$ cat src/rtl/uart_cfg_frame_ctrl.sv
// uart_cfg_frame_ctrl: parses HEADER/ADDR/DATA/CHK frames from the
// UART receive stream and writes DATA into a small config register bank.

module uart_cfg_frame_ctrl #(
  parameter logic [7:0] HEADER      = 8'hAA,
  parameter int         NUM_REGS    = 4,
  parameter int         TIMEOUT_CYC = 60000
) (
  input  logic                  clk,
  input  logic                  res,
  input  logic [7:0]            rx_data,
  input  logic                  rx_valid,
  output logic                  reg_we,
  output logic [3:0]            reg_addr,
  output logic [7:0]            reg_wdata,
  output logic                  frame_err,
  output logic                  busy,
  output logic [7:0]            frame_cnt,
  output logic [8*NUM_REGS-1:0] cfg_out
);

  typedef enum logic [2:0] {
    S_IDLE,
    S_ADDR,
    S_DATA,
    S_CHK,
    S_COMMIT
  } state_t;

  localparam int TW = $clog2(TIMEOUT_CYC + 1);
  localparam logic [TW-1:0] TMO_LAST = TW'(TIMEOUT_CYC - 1);
  localparam logic [8:0] NREGS = 9'(NUM_REGS);

  state_t        state_q, state_d;
  logic [TW-1:0] tmo_q, tmo_d;
  logic [7:0]    addr_q, addr_d;
  logic [7:0]    data_q, data_d;
  logic          we_q, we_d;
  logic          err_q, err_d;
  logic          busy_q, busy_d;
  logic [7:0]    cnt_q;
  logic [7:0]    bank_q [NUM_REGS];

  logic [7:0]    sum;
  logic          chk_ok;
  logic          addr_ok;
  logic          tmo_hit;

  // Checksum is the 8-bit wrapped sum; the full address byte is
  // range-checked so high bits cannot alias onto a valid register.
  assign sum     = addr_q + data_q;
  assign chk_ok  = (rx_data == sum);
  assign addr_ok = ({1'b0, addr_q} < NREGS);
  assign tmo_hit = (tmo_q == TMO_LAST) && !rx_valid;

  // Next-state, capture and pulse generation for the frame parser.
  always_comb begin
    state_d = state_q;
    tmo_d   = tmo_q + 1'b1;
    addr_d  = addr_q;
    data_d  = data_q;
    we_d    = 1'b0;
    err_d   = 1'b0;
    if (rx_valid || state_q == S_IDLE) begin
      tmo_d = '0;
    end
    unique case (state_q)
      S_IDLE: begin
        if (rx_valid && rx_data == HEADER) begin
          state_d = S_ADDR;
        end
      end
      S_ADDR: begin
        if (rx_valid) begin
          addr_d  = rx_data;
          state_d = S_DATA;
        end else if (tmo_hit) begin
          state_d = S_IDLE;
          err_d   = 1'b1;
          tmo_d   = '0;
        end
      end
      S_DATA: begin
        if (rx_valid) begin
          data_d  = rx_data;
          state_d = S_CHK;
        end else if (tmo_hit) begin
          state_d = S_IDLE;
          err_d   = 1'b1;
          tmo_d   = '0;
        end
      end
      S_CHK: begin
        if (rx_valid) begin
          if (chk_ok && addr_ok) begin
            state_d = S_COMMIT;
            we_d    = 1'b1;
          end else begin
            state_d = S_IDLE;
            err_d   = 1'b1;
          end
        end else if (tmo_hit) begin
          state_d = S_IDLE;
          err_d   = 1'b1;
          tmo_d   = '0;
        end
      end
      S_COMMIT: begin
        state_d = S_IDLE;
      end
      default: begin
        state_d = S_IDLE;
      end
    endcase
    busy_d = (state_d != S_IDLE);
  end

  // Parser state, timeout counter, captured bytes and output pulses.
  always_ff @(posedge clk or negedge res) begin
    if (!res) begin
      state_q <= S_IDLE;
      tmo_q   <= '0;
      addr_q  <= '0;
      data_q  <= '0;
      we_q    <= 1'b0;
      err_q   <= 1'b0;
      busy_q  <= 1'b0;
    end else begin
      state_q <= state_d;
      tmo_q   <= tmo_d;
      addr_q  <= addr_d;
      data_q  <= data_d;
      we_q    <= we_d;
      err_q   <= err_d;
      busy_q  <= busy_d;
    end
  end

  // Register bank and committed-frame counter, updated on COMMIT.
  always_ff @(posedge clk or negedge res) begin
    if (!res) begin
      cnt_q <= '0;
      for (int i = 0; i < NUM_REGS; i++) begin
        bank_q[i] <= '0;
      end
    end else if (state_q == S_COMMIT) begin
      cnt_q <= cnt_q + 8'd1;
      for (int i = 0; i < NUM_REGS; i++) begin
        if (addr_q[3:0] == 4'(i)) begin
          bank_q[i] <= data_q;
        end
      end
    end
  end

  for (genvar g = 0; g < NUM_REGS; g++) begin : g_cfg
    assign cfg_out[8*g +: 8] = bank_q[g];
  end

  assign reg_we    = we_q;
  assign reg_addr  = addr_q[3:0];
  assign reg_wdata = data_q;
  assign frame_err = err_q;
  assign busy      = busy_q;
  assign frame_cnt = cnt_q;

endmodule
$ cat config.mk
export PLATFORM = sky130hd
export DESIGN_NAME = uart_cfg_frame_ctrl
export DESIGN_NICKNAME = d
export VERILOG_FILES = /design/src/rtl/uart_cfg_frame_ctrl.sv
export SDC_FILE = /design/constraint.sdc
export NUM_CORES = 1
export LEC_CHECK = 0
export CELL_PAD_IN_SITES_DETAIL_PLACEMENT = 0
export CELL_PAD_IN_SITES_GLOBAL_PLACEMENT = 1
export CORE_MARGIN = 2
export CORE_UTILIZATION = 44
export CTS_BUF_LIST = sky130_fd_sc_hd__clkbuf_4 sky130_fd_sc_hd__clkbuf_8
export DETAILED_ROUTE_END_ITERATION = 8
export MAX_ROUTING_LAYER = met4
export PLACE_DENSITY_LB_ADDON = 0.1
export SLEW_MARGIN = 20
export SYNTH_ARGS = -nofsm -noshare
export SYNTH_HDL_FRONTEND = slang
export SYNTH_SLANG_ARGS = --single-unit
$ cat constraint.sdc
create_clock -name clk -period 3.2 [get_ports clk]
set_input_delay 0.64 -clock clk [delete_from_list [all_inputs] [get_ports clk]]
set_output_delay 0.64 -clock clk [all_outputs]
set_load 0.005 [all_outputs]
Word level (Yosys, flattened, before mapping)
Cells that the tools add are included.
W data, S select, Z words.

operators by class
  add/subtract/negate cells = 3
  $lt $le $gt $ge = 1
  eq/ne operators = 10
  multiplexer cells = 19
  reductions and logical operators = 16

operators with widths
  kind                     count
  $mux W16                 4
  $mux W3                  6
  $add A16 B1 Y16 const B  1
  $eq A16 B16 Y1 const B   1
  $pmux W3 S4              1
  $reduce_and A2 Y1        6
  $add A8 B1 Y8 const B    1
  $add A8 B8 Y8            1
  $eq A4 B2 Y1 const B     2
  $eq A8 B8 Y1             1
  $eq A8 B8 Y1 const B     1
  $lt A8 B3 Y1 const B     1
  $mux W1                  7
  $eq A3 B2 Y1 const B     2
  $eq A4 B1 Y1 const B     1
  $logic_not A4 Y1         1
  $eq A3 B1 Y1 const B     1
  $eq A3 B3 Y1 const B     1
  $logic_and A1 B1 Y1      3
  $logic_not A3 Y1         1
  $reduce_bool A3 Y1       1
  $reduce_or A3 Y1         1
  $pmux W1 S2              1
  $reduce_or A2 Y1         1
  2 further kinds          2

word-level totals
  register bits after elaboration = 78
  input port bits = 11
  output and inout bits = 55
  logic and storage cells = 61

Longest topological paths before layout
Gate-level depths: netlist (run 1).

  word-level depth = 7
  gate-level depth with buffers = 7
  mapped depth without buffers = 7

Worst setup path after synthesis (run 1)
Ideal clock, no wire load.

  path kind = flip-flop to flip-flop
  start = register addr_q[0]
  end = register err_q (netlist: frame_err)
  library setup time = 129 ps
  arrival time = 2378 ps
  required time = 3071 ps
  setup slack = 693 ps
  stages on the path, launching flop included = 8
  path buffers = 0
  clock period less this slack = 2507 ps
  cell sequence = dfrtp_1 -> ha_1 -> fa_1 -> a211oi_1 -> nor2_1 -> xnor2_1 -> or4_4 -> o41a_1

between the ends
  cells in the longest elaborated chain, start to end = 6
  elaborated cells between the ends (all ways) = 7
  classes of those cells = 1 x add/sub; 1 x order compare; 1 x eq/ne; 3 x mux; 1 x reduce/logical

ends and longest elaborated chain
  element                   RTL line  RTL
  start: declaration        36        logic [7:0] addr_q, addr_d;
  start signal: assignment  131       addr_q <= addr_d;
  $add A8 B8 Y8             51        assign sum = addr_q + data_q;
  $eq A8 B8 Y1              52        assign chk_ok = (rx_data == sum);
  $logic_and A1 B1 Y1 *     95        if (chk_ok && addr_ok) begin
  $mux W1 *                 95
  $mux W1 *                 94        if (rx_valid) begin
  $pmux W1 S2 *             67        unique case (state_q)
  named net err_d           39        logic err_q, err_d;
  end signal: assignment    134       err_q <= err_d;
  end: declaration          39

The timed path passes the listed nets; every way through them passes the cells marked *.
A chain may end at the register's enable or synchronous reset.

Final worst setup path (run 1)
Same ends and word-level chain as after synthesis.

==> impl_metrics.yaml, run 1 <==
place:
  io_buffers: 65
  gp_congestion: 0.841
  hpwl_um: 5170
  dpl-instance-area_um2: 4450
synthesis:
  ys_ff_latch: 78
  synth_flop_cell: "dfrtp_1"
  seq_area_frac_synth_pct: 52.6
  synth.avg_cell_area_um2: 12.4
  yosysWarnings: 0
  synth_cell_types: 48
  synth_cells: 299
  synth_top_area_share_pct: 52.6
  synth-edff-count: 0
  yosys-top-cells-area: "dfrtp_1, mux2_2, xnor2_1, ha_1, xor2_1"
  ys_async_sr_fraction_pct: 100
  netlist_area_um2: 3710
  yosys.area.top_type: "dfrtp_1"
  synth.net_count: 320
timing:
  max_freq_mhz: 374
  fin_setup_tns_ns: 0
  fin_skew_ns: 0.00801
  hold_violations: 0
  slew_headroom_pct: 52.2
  rsz0062_at_grt: "false"
  worst_pin_slew_ns: 0.717
  fin_crit_ns: 2.68
  setup-violations-final: 0
  fin_crit_sh_pct: 83.6
  slew_viol_final: 0
finish:
  layout_commonest_cell: "dfrtp_1"
  postLayoutCoreUtil_pct: 57.2
  final_area_um2: 4700
  layout.cells.most_common_list: "dfrtp_1, clkdlybuf4s50_1, mux2_2, nor2_1, xnor2_1"
  finish.net_count: 389
  diodes: 0
  fill_cells: 720
  post_route_cells_drive_above_1_share_pct: 20.6
  area_growth_pct: 26.6
clock_tree:
  h-tree-depth: 3
  ctsResizeCount: 0
  clock-root-buffer: "clkbuf_8"
  path_clk_slew_ns: 0.08
  clock-sinks: 78
  cts_tree: "yes"
  cts_buffers: 9
  cts_hold_buf: 0
  clk_path_buf_depth: 2
  clk_latency_ns: 0.35
  post-cts-setup-buffers: 0
global_routing:
  grt_pass1_vias: 2428
  grt-ovfl-total: 0
  antenna_found_initial: 0
  grt_max_degree: 79
  grt_pass1_wl_um: 12200
  grt_usage_pct: 17.9
critical_path:
  crit_fanout: 7
  cp_data_required_time_ns: 3.43
  arrival_ns: 2.91
  cp-start-kind: "flop"
  endpoint_kind: "flop"
  crit_type: "reg2reg"
die:
  fp.dieW_um: 95.8
  die_y_um: 95.8
  initial_utilization_pct: 45.2
  dieArea_um2: 9190
  pin_count: 66
  coreArea_um2: 8220
  fp-row-count: 33
worst_hold_path:
  hp-class: "in2async"
detailed_routing:
  detail-route-antenna-nets: 0
  wl_um: 7380
  drt-wirelength-per-cell_um: 15.4
  dr.first_iter.drc_count: 112
  vias: 2493
  via_per_inst: 5.22
  drt_pre_antenna_iters: 4
  drc: 0
power_and_ir_drop:
  p_per_area_nw_per_um2: 735
  ir_drop_mv: 0.288
  p_leak_nw: 2.06
run_status:
  status: "completed"
flow_run:
  drv_cap: 0
-- worst max-delay path, cell delays in order, from the launching register on --
cell and delay (ns):
dfrtp_1 0.48, ha_1 0.28, fa_1 0.41, a211oi_1 0.29
nor2_1 0.12, xnor2_1 0.13, or4_4 0.44, o41a_1 0.41
-- path summary, 6_finish.rpt --
| kind | start | to | slack (ns) | depth (start not counted) |
|---|---|---|---|---|
| max | addr_q[0]$_DFFE_PN0P_ | frame_err$_DFF_PN0_ | 0.52 | 7 |
| min | res | frame_cnt[7]$_DFFE_PN0P_ | 0.30 | 1 |
| max reg2reg | addr_q[0]$_DFFE_PN0P_ | frame_err$_DFF_PN0_ | 0.52 | 7 |
| min reg2reg | frame_cnt[7]$_DFFE_PN0P_ | frame_cnt[7]$_DFFE_PN0P_ | 0.48 | 1 |
| max in group asynchronous | res | reg_wdata[7]$_DFFE_PN0P_ | 2.38 | 1 |
| min in group clk | frame_cnt[7]$_DFFE_PN0P_ | frame_cnt[7]$_DFFE_PN0P_ | 0.48 | 1 |
-- state kept, by name (all words and copies together) (netlist names) --
| register | cells |
|---|---|
| tmo_q | 16 |
| cfg_out | 32 |
| reg_wdata | 8 |
| busy | 1 |
| state_q | 3 |
| reg_we | 1 |
| addr_q | 8 |
| frame_err | 1 |
| frame_cnt | 8 |
-- per-stage QoR --
step | power, mW | worst slack [ns] | hold slack, ns | cells
6_report | 3.46 | 0.525 | 0.302 | 478
5_1_grt | 3.71 | 0.390 | 0.375 | 478
4_1_cts | 3.50 | 0.521 | 0.481 | 478
3_5_place_dp | 2.60 | 0.552 | 0.469 | 462
3_3_place_gp | 2.59 | 0.592 | 0.460 | 462
2_1_floorplan | 2.22 | 0.693 | 0.344 | 299
-- layout make-up --
| cell class | instances | area [um^2] | area share (%) |
|---|---|---|---|
| timing repair buffer | 67 | 667 | 14.2 |
| inverter | 5 | 18.8 | 0.399 |
| sequential | 78 | 1950 | 41.5 |
| multi-input combinational | 207 | 1690 | 35.9 |
| tap | 105 | 131 | 2.80 |
| clock buffer | 10 | 131 | 2.80 |
| clock inverter | 6 | 110 | 2.34 |
-- power breakdown --
part,leakage (nW),switching [mW],internal [mW]
combinational,0.893,0.576,0.659
clock,0.116,0.358,0.525
sequential,1.05,0.222,1.12
total,2.06,1.16,2.30
-- synth_stat cells, drive strengths merged, types with 6 or more instances --
master	number
nand4	6
nand3	7
mux2	49
dfrtp	78
nor2	25
buf	6
nand2	11
xor2	12
ha	9
o21ai	7
xnor2	22
and3	8
nor3	6
-- cells by family (layout without fill, tap and decap cells) --
| family | Yosys count | in the layout | synth area share, % |
|---|---|---|---|
| and+or+nand+nor | 88 | 88 | 14.0 |
| buffers and inverters | 14 | 88 | 1.92 |
| xor gates and xnor gates | 34 | 34 | 8.02 |
| muxes | 49 | 49 | 14.9 |
| DFF | 78 | 78 | 52.6 |
| AOI/OAI and AO/OA | 26 | 26 | 5.06 |
| adders and majority gates | 10 | 10 | 3.57 |
-- routing by layer --
layer | vias up | share of wire, % | GRT usage, %
met1 | 1236 | 49 | 25.7
met3 | 9 | 3.8 | 3.60
met5 | - | 0 | -
met2 | 49 | 45 | 25.0
met4 | 0 | 1.5 | 6.79
li1 | 1199 | - | -
(Power assumes the default switching activity.)
==> run 2: changes to the inputs <==
--- a/config.mk
+++ b/config.mk
@@ -8,7 +8,7 @@
 export CELL_PAD_IN_SITES_DETAIL_PLACEMENT = 0
 export CELL_PAD_IN_SITES_GLOBAL_PLACEMENT = 1
 export CORE_MARGIN = 2
-export CORE_UTILIZATION = 44
+export CORE_UTILIZATION = 39
 export CTS_BUF_LIST = sky130_fd_sc_hd__clkbuf_4 sky130_fd_sc_hd__clkbuf_8
 export DETAILED_ROUTE_END_ITERATION = 8
 export MAX_ROUTING_LAYER = met4
==> constraint.sdc (replaced) <==
create_clock -name clk -period 2.4 [get_ports clk]
set_input_delay 0.48 -clock clk [delete_from_list [all_inputs] [get_ports clk]]
set_output_delay 0.48 -clock clk [all_outputs]
set_load 0.005 [all_outputs]
==> run 2 against run 1 <==
  * Sequential cell count did not move
  * Count of clock-buffer cells in the layout rose by 1
  * Final cell count rose by 9.2%
  * Non-clock buffer count rose by 20
  * Hold slack improved by 0.17 ns
  * Highest routed layer unchanged
  * Clock power rose by 28%
  * Register-to-register slack got worse by 0.52 ns
  * Critical endpoint unchanged
  * Via count rose by 4.9%
  * Critical path type unchanged
  * Routed wire length rose by 11%
  * Sequential power rose by 25%
  * Sequential share of layout area fell by 2.0 points
==> impl_metrics.yaml, run 2 (synthesized netlist as in run 1, its figures left out) <==
run_status:
  status: "completed"
place:
  dp_slack_ns: -0.0175
  dp.cells: 503
  io_buffers: 65
  gp_congestion: 0.864
  hpwl_um: 5720
critical_path:
  cp_data_required_time_ns: 2.63
  endpoint_kind: "flop"
  crit_chain: "ha_4 > fa_2 > xnor2_2 > nand4_1 > or4_4 > o41a_1"
  slowest_stage: "or4_4"
  crit_type: "reg2reg"
  crit_fanout: 4
  cp_slowest_stage_delay_ns: 0.58
  crit_start: "reg_wdata[0]$_DFFE_PN0P_"
  cp_num_buf_inv: 0
  arrival_ns: 2.63
  r2r_start: "reg_wdata[0]$_DFFE_PN0P_"
  crit_family: "adder cells"
  rrSetupSlack_ns: 0.0002
  cp-start-kind: "flop"
global_routing:
  grt-ovfl-total: 0
  busiest_layer: "met2"
  grt_usage_pct: 17.2
  grt_use_met1_pct: 24.4
  grtUsageMet3_pct: 3.24
  grt_pass1_wl_um: 13200
  grt_use_met2_pct: 24.8
  grt_max_degree: 46
  antenna_found_initial: 0
  grt_pass1_vias: 2583
flow_run:
  drv_cap: 0
finish:
  layout_commonest_cell: "dfrtp_1"
  post_route_cells_drive_above_1_share_pct: 27.0
  finish.net_count: 409
  postLayoutCoreUtil_pct: 53.4
  layout.cells.most_common_list: "dfrtp_1, clkdlybuf4s50_1, mux2_2, nor2_1"
  largest_reg_flops: 32
  area_growth_pct: 33.0
  fin_cells: 522
  diodes: 0
detailed_routing:
  drt-wirelength-per-cell_um: 15.7
  via_per_inst: 5.01
  vias: 2614
  drc: 0
  detail-route-antenna-nets: 0
  dr.first_iter.drc_count: 81
  wl_um: 8190
  drt_pre_antenna_iters: 4
power_and_ir_drop:
  total_power_mw: 4.95
  p_leak_nw: 2.16
  comb_power_share_pct: 43.2
  p_per_area_nw_per_um2: 1000
  ir_drop_mv: 0.586
  p_int_mw: 3.24
  p_seq_share_pct: 33.9
  swShare_pct: 34.6
  p_switching_mw: 1.71
  p_clk_share_pct: 22.9
timing:
  worst_pin_slew_ns: 0.556
  fin_crit_sh_pct: 100
  setup_ws_ns: 0.000175
  slew_headroom_pct: 62.8
  fin_skew_ns: 0.00982
  max_freq_mhz: 417
  slew_viol_final: 0
  fin_setup_tns_ns: 0
  rsz0062_at_grt: "true"
  setup-violations-final: 0
  hold_violations: 0
  fin_crit_ns: 2.40
clock_tree:
  h-tree-depth: 3
  clk_path_buf_depth: 2
  clock-root-buffer: "clkbuf_8"
  clk_latency_ns: 0.35
  cts_tree: "yes"
  cts_buffers: 9
  clock-sinks: 78
  path_clk_slew_ns: 0.08
die:
  initial_utilization_pct: 40.2
  fp.dieW_um: 102
  die_y_um: 102
  dieArea_um2: 10300
  coreArea_um2: 9240
  pin_count: 66
  fp-row-count: 35
worst_hold_path:
  hp-class: "in2async"
## run 2: cell types whose count changed in the layout (fill, tap and decap cells not counted), sizes merged
| cell | delta |
|---|---|
| clkinvlp | +1 |
| clkbuf | +1 |
| clkinv | -1 |
| buf | +19 |
| dlygate4sd3 | +1 |
| bufinv | -1 |
## run 2: per-layer routing
metal | routed length, um | up-vias
met2 | 3670 | 60
met5 | 0 | -
met3 | 274 | 15
met4 | 135 | 0
met1 | 4100 | 1295
li1 | - | 1244
## run 2: worst reg2reg max path, delay by kind of cell (launching register included)
family | cells | cell delay (ns)
adder cells (fa/ha/maj) | 2 | 0.73
AND/OR/NAND/NOR | 2 | 0.70
flip-flops | 1 | 0.43
AO/OA/AOI/OAI | 1 | 0.32
XOR/XNOR | 1 | 0.11
## run 2: metrics by stage
step / hold slack, ns / cell area, um^2
floorplan: 0.184 / 3730
global placement: 0.297 / 4650
detailed placement: 0.297 / 4650
CTS: 0.468 / 4890
global route: 0.470 / 4940
finish: 0.471 / 4940
## run 2: path summary, 6_finish.rpt
check	end	depth (start not counted)
max reg2reg	frame_err$_DFF_PN0_	6
max	frame_err$_DFF_PN0_	6
min reg2reg	frame_cnt[7]$_DFFE_PN0P_	1
min	frame_cnt[5]$_DFFE_PN0P_	2
max in group asynchronous	addr_q[7]$_DFFE_PN0P_	3
min in group clk	frame_cnt[7]$_DFFE_PN0P_	1
## run 2: what timing repair did
action,CTS,global route
gates resized for setup,0,7
setup endpoints to repair,3,3
hold buffers,1,0
setup buffers,1,1
pin swaps,3,6
hold endpoints to repair,4,0
## run 2: final cells by class
class / count / area, um^2
fillers: 832 / 4300
well taps: 129 / 161
inverters: 5 / 18.8
repair buffers: 87 / 828
flip-flops and latches: 78 / 1950
multi-input cells: 207 / 1750
clock buffers: 11 / 145
clock inverters: 5 / 82.6
## run 2: power by group through the flow
stage                     sequential (mW)  clock [mW]  combinational [mW]
after floorplan                      1.71           0                1.29
after global placement               1.70           0                1.94
after detailed placement             1.71           0                1.95
after CTS                            1.69        1.16                1.99
after global routing                 1.71        1.21                2.34
final                                1.68        1.13                2.14
